===== src/rtl/voice_mixer.sv =====
// Wavetable voice mixer: issues one ROM read per active voice slot after each sample tick
// and sums the returned samples into an unsigned mix.
module voice_mixer #(
  parameter int unsigned ADDR_WIDTH   = 8,
  parameter int unsigned NUM_NOTES    = 24,
  parameter int unsigned NUM_VOICES   = 8,
  parameter int unsigned SAMPLE_WIDTH = 8,
  parameter int unsigned ROM_LATENCY  = 2
) (
  input  logic                    clk_in,
  input  logic                    rst_in,
  input  logic                    sample_tick_in,
  input  logic [ADDR_WIDTH-1:0]   addr_in [NUM_NOTES],
  input  logic [4:0]              active_voices_idx [NUM_VOICES],
  input  logic [3:0]              num_voices_in,
  output logic                    rom_en_out,
  output logic [ADDR_WIDTH+1:0]   rom_addr_out,
  input  logic [SAMPLE_WIDTH-1:0] rom_data_in,
  output logic [SAMPLE_WIDTH+2:0] mix_out,
  output logic [3:0]              mix_voices_out,
  output logic                    mix_valid_out,
  output logic                    busy_out,
  output logic                    overrun_out
);

  localparam int unsigned AccWidth = SAMPLE_WIDTH + 3;
  localparam int unsigned SlotW    = $clog2(NUM_VOICES);

  typedef enum logic [1:0] {StIdle, StIssue, StDrain} state_e;

  state_e                  state_q;
  logic [4:0]              idx_snap_q [NUM_VOICES];
  logic [ADDR_WIDTH-1:0]   addr_snap_q [NUM_NOTES];
  logic [3:0]              n_q;
  logic [3:0]              cnt_q;
  logic [1:0]              drain_q;
  logic [AccWidth-1:0]     acc_q;
  logic [ROM_LATENCY-1:0]  vld_q;

  logic [3:0]              n_clamp;
  logic [4:0]              req_idx;
  logic [4:0]              note_sel;
  logic                    req_valid;
  logic [ADDR_WIDTH-1:0]   req_addr;
  logic [AccWidth-1:0]     ret_add;

  // The first request comes straight from the live inputs, later ones from the snapshot.
  always_comb begin
    n_clamp   = (num_voices_in > 4'(NUM_VOICES)) ? 4'(NUM_VOICES) : num_voices_in;
    req_idx   = (state_q == StIdle) ? active_voices_idx[0]
                                    : idx_snap_q[SlotW'(cnt_q + 4'd1)];
    req_valid = 32'(req_idx) < NUM_NOTES;
    note_sel  = req_valid ? req_idx : 5'd0;
    req_addr  = (state_q == StIdle) ? addr_in[note_sel] : addr_snap_q[note_sel];
    ret_add   = vld_q[ROM_LATENCY-1] ? AccWidth'(rom_data_in) : '0;
  end

  always_ff @(posedge clk_in or posedge rst_in) begin
    if (rst_in) begin
      state_q        <= StIdle;
      n_q            <= '0;
      cnt_q          <= '0;
      drain_q        <= '0;
      acc_q          <= '0;
      vld_q          <= '0;
      rom_en_out     <= 1'b0;
      rom_addr_out   <= '0;
      mix_out        <= '0;
      mix_voices_out <= '0;
      mix_valid_out  <= 1'b0;
      busy_out       <= 1'b0;
      overrun_out    <= 1'b0;
      for (int i = 0; i < NUM_VOICES; i++) idx_snap_q[i] <= '0;
      for (int i = 0; i < NUM_NOTES; i++) addr_snap_q[i] <= '0;
    end else begin
      mix_valid_out <= 1'b0;
      // Tags which return cycles carry a real sample.
      vld_q <= (vld_q << 1) | ROM_LATENCY'(rom_en_out);
      unique case (state_q)
        StIdle: begin
          if (sample_tick_in) begin
            idx_snap_q  <= active_voices_idx;
            addr_snap_q <= addr_in;
            n_q         <= n_clamp;
            acc_q       <= '0;
            cnt_q       <= '0;
            busy_out    <= 1'b1;
            if (n_clamp == 4'd0) begin
              state_q <= StDrain;
              drain_q <= '0;
            end else begin
              state_q    <= StIssue;
              rom_en_out <= req_valid;
              if (req_valid) rom_addr_out <= {req_idx[4:3], req_addr};
            end
          end
        end
        StIssue: begin
          acc_q <= acc_q + ret_add;
          if (sample_tick_in) overrun_out <= 1'b1;
          if (cnt_q == n_q - 4'd1) begin
            state_q    <= StDrain;
            drain_q    <= 2'(ROM_LATENCY - 1);
            rom_en_out <= 1'b0;
          end else begin
            cnt_q      <= cnt_q + 4'd1;
            rom_en_out <= req_valid;
            if (req_valid) rom_addr_out <= {req_idx[4:3], req_addr};
          end
        end
        StDrain: begin
          acc_q <= acc_q + ret_add;
          if (sample_tick_in) overrun_out <= 1'b1;
          if (drain_q == 2'd0) begin
            state_q        <= StIdle;
            busy_out       <= 1'b0;
            mix_valid_out  <= 1'b1;
            mix_out        <= acc_q + ret_add;
            mix_voices_out <= n_q;
          end else begin
            drain_q <= drain_q - 2'd1;
          end
        end
        default: state_q <= StIdle;
      endcase
    end
  end

endmodule


===== config.mk =====
export PLATFORM = sky130hd
export DESIGN_NAME = voice_mixer
export DESIGN_NICKNAME = d
export VERILOG_FILES = /design/src/rtl/voice_mixer.sv
export SDC_FILE = /design/constraint.sdc
export NUM_CORES = 1
export LEC_CHECK = 0
export ABC_AREA = 1
export CAP_MARGIN = 20
export CORE_AREA = 4 4 202 204
export DETAILED_ROUTE_END_ITERATION = 16
export DIE_AREA = 0 0 206 208
export GPL_ROUTABILITY_DRIVEN = 0
export PLACE_DENSITY = 0.66
export SYNTH_ARGS = -nofsm -noshare
export SYNTH_HDL_FRONTEND = slang
export SYNTH_SLANG_ARGS = --single-unit

===== constraint.sdc =====
create_clock -name clk_in -period 12.1 [get_ports clk_in]
set_clock_uncertainty 0.2 [all_clocks]
set_input_delay 2.42 -clock clk_in [delete_from_list [all_inputs] [get_ports clk_in]]
set_output_delay 2.42 -clock clk_in [all_outputs]
set_load 0.005 [all_outputs]

==> flow_summary.ini <==
[timing]
period_share_pct = 54.3
max_freq_mhz = 152
hold_slack_ps = 157
setup_viol = 0
slew_headroom_pct = 26.9
hold_violations = 0
fin_crit_ps = 6570
fin_setup_tns_ps = 0
worst_slew_pin_slew_ps = 1100
fin_ws_ps = 5530
rsz0062_at_grt = false
slew_violations = 0

[synth]
synth_cells = 2427
synth_top_family_by_area = simple AND/OR/NAND/NOR gates
synth_xor_area_share_pct = 0.887
synth_adder_area_share_pct = 1.25
synth_top_area_share_pct = 43.0
async_flop_share_pct = 100
syn-num-nets = 2690
yosysWarningCount = 0
synth-edff-count = 0
ys_seq_area_share_pct = 43.0
synth.largest_area_cell = dfrtp_1
synth-main-ff-cell = dfrtp_1
synthDistinctLibCells = 39
synthSimpleGateAreaFrac_pct = 37.6
avgSynthCellArea_um2 = 6.86
synth_area_um2 = 16600
synth_seq_cells = 286
synthTopCellsByArea = dfrtp_1, nand2_1, nand3_1
synth-compound-area-share_pct = 6.89
synth.mux.area_fraction_pct = 0

[floorplan]
initial_core_util_pct = 42.4
io-pin-count = 276
die_h_um = 208
die_area_um2 = 42800
num_rows = 73
chipWidth_um = 206
placeableCoreArea_um2 = 39300

[cells_and_area]
layout_common_cells = nand2_1, nand3_1, dfrtp_1
fillers = 3830
areaGrowthSynthToFinish_pct = 23.6
layout-drive-gt1-share_pct = 3.24
final_common_cell = nand2_1
finalNetCount = 2858
diodes = 0

[critical_path]
reg2reg_to = rom_addr_out[2]
critPathArrivalTime_ps = 6850
worstPathBufferInverterCount = 4
cp.depth = 17
slowest_stage = clkinv_1
endpoint = rom_addr_out[2]
slowest_delay_ps = 950
r2r_slack_ps = 5530
r2r_start = state_q[1]
worstPathCellList = inv_1, ha_1, clkinv_1, nand3_1, nand2_2, inv_6, nand2_4, buf_4, nand2_1, nand3_1, nand3_1, nand3_1, nand3_1, nand2_1, nand2_1, nand2_1, nand2_1
critPathKind = register to register
r2r_cells = 17
endpoint_kind = register
start_kind = register
cp.required_ps = 12370
crit_family = buffers and inverters
worstSetupStartpoint = state_q[1]
cp_max_fo = 128

[clock_tree]
cts_buffers = 36
root_buffer = clkbuf_16
cts_tree = yes
clkSinkCount = 286
cts_resized = 0
path_clk_slew_ps = 60
cts_setup_buffers = 0
h-tree-depth = 2
cts_buffer_depth = 3
clk_latency_ps = 520
cts-hold-fix-buffers = 0

[global_route]
grt_antenna_before_repair = 1
grt_usage_pct = 25.2
grt_pass1_wl_mm = 87.2
grt_max_degree = 151
grt_pass1_vias = 15700
gr-total-overflow = 0

[run]
maxCapViolCount = 0

[routing]
drcViolationCount = 0
via_per_inst = 5.21
drtIter0Drc = 1532
routed_wl_mm = 55.6
final_antenna_net_count = 0
dr.pass1.iters = 6
vias = 16400
post_drt_wl_per_cell_um = 17.7

[min_path]
min_path_type = register to register

[placed_design]
dp_slack_ps = 5120
io_buffers = 275
dpl.hpwl_mm = 37.8

[run_status]
status = finished, final reports clean
[per-stage QoR]
stage          cell area (um^2)  util [%]  instances
3_3_place_gp              19400      49.3       3080
4_1_cts                   20500      52.3       3144
6_report                  20600      52.4       3145
5_1_grt                   20600      52.4       3145
3_5_place_dp              19400      49.3       3081
2_1_floorplan             16600         -       2427
[flip-flops by register name, summed over array words and instances (netlist names)]
signal and count:
addr_snap_q 192, idx_snap_q 40, acc_q 11, mix_out 11, rom_addr_out 10, cnt_q 4
mix_voices_out 4, n_q 4, drain_q 2, state_q 2, vld_q 2, busy_out 1
mix_valid_out 1, overrun_out 1, rom_en_out 1
[cell usage after synthesis, types with 10 or more instances]
library cell  number
buf_4             16
nand3b_1          48
buf_2             52
xor2_1            10
dfrtp_1          286
buf_1             15
nand3_1          347
inv_1            237
nand2_1          870
o21ai_0          169
o22ai_1           11
ha_1              15
buf_6             12
a21oi_1           27
nor2_1           208
clkbuf_1          62
[worst register-to-register path, cell delays in order (launching register included)]
cell      delay, ps
dfrtp_1         410
inv_1           120
ha_1            800
clkinv_1        960
nand3_1         350
nand2_2         470
inv_6           890
nand2_4         510
buf_4           640
nand2_1         200
nand3_1          80
nand3_1         150
nand3_1         170
nand3_1         260
nand2_1         100
nand2_1          80
nand2_1          50
nand2_1          80
[how the worst min path moves through the flow]
stage               slack, ps  startpoint        to  cells after the start
floorplan                 130    vld_q[0]  vld_q[1]                      0
global placement          130    vld_q[0]  vld_q[1]                      0
detailed placement        140    vld_q[0]  vld_q[1]                      0
CTS                       160    vld_q[0]  vld_q[1]                      0
global route              170    vld_q[0]  vld_q[1]                      0
finish                    160    vld_q[0]  vld_q[1]                      0
[layer usage]
metal	vias up	GRT usage [%]	part of all wire, %
met1	7713	36.2	44
met3	100	3.99	7.4
met4	2	7.48	2.8
met5	-	0	0.020
met2	658	39.4	46
li1	7921	-	-
[cells by family after synthesis]
logic type	count (synthesis)
flops	286
xor+xnor	16
simple gates	1488
fa+ha+maj	16
compound gates	220
buf+inv	401
[final cells by class]
class	instances	area, um^2	share of cell area (%)
Multi-Input combinational cell	1740	7780	37.8
Sequential cell	286	7160	34.8
Timing Repair Buffer	287	2880	14.0
Clock buffer	54	1040	5.06
Inverter	244	931	4.53
Tap cell	525	657	3.19
Clock inverter	9	128	0.621
Power is not shown: default switching activity piles up to over one toggle a cycle in this logic, so the estimate is an artifact.
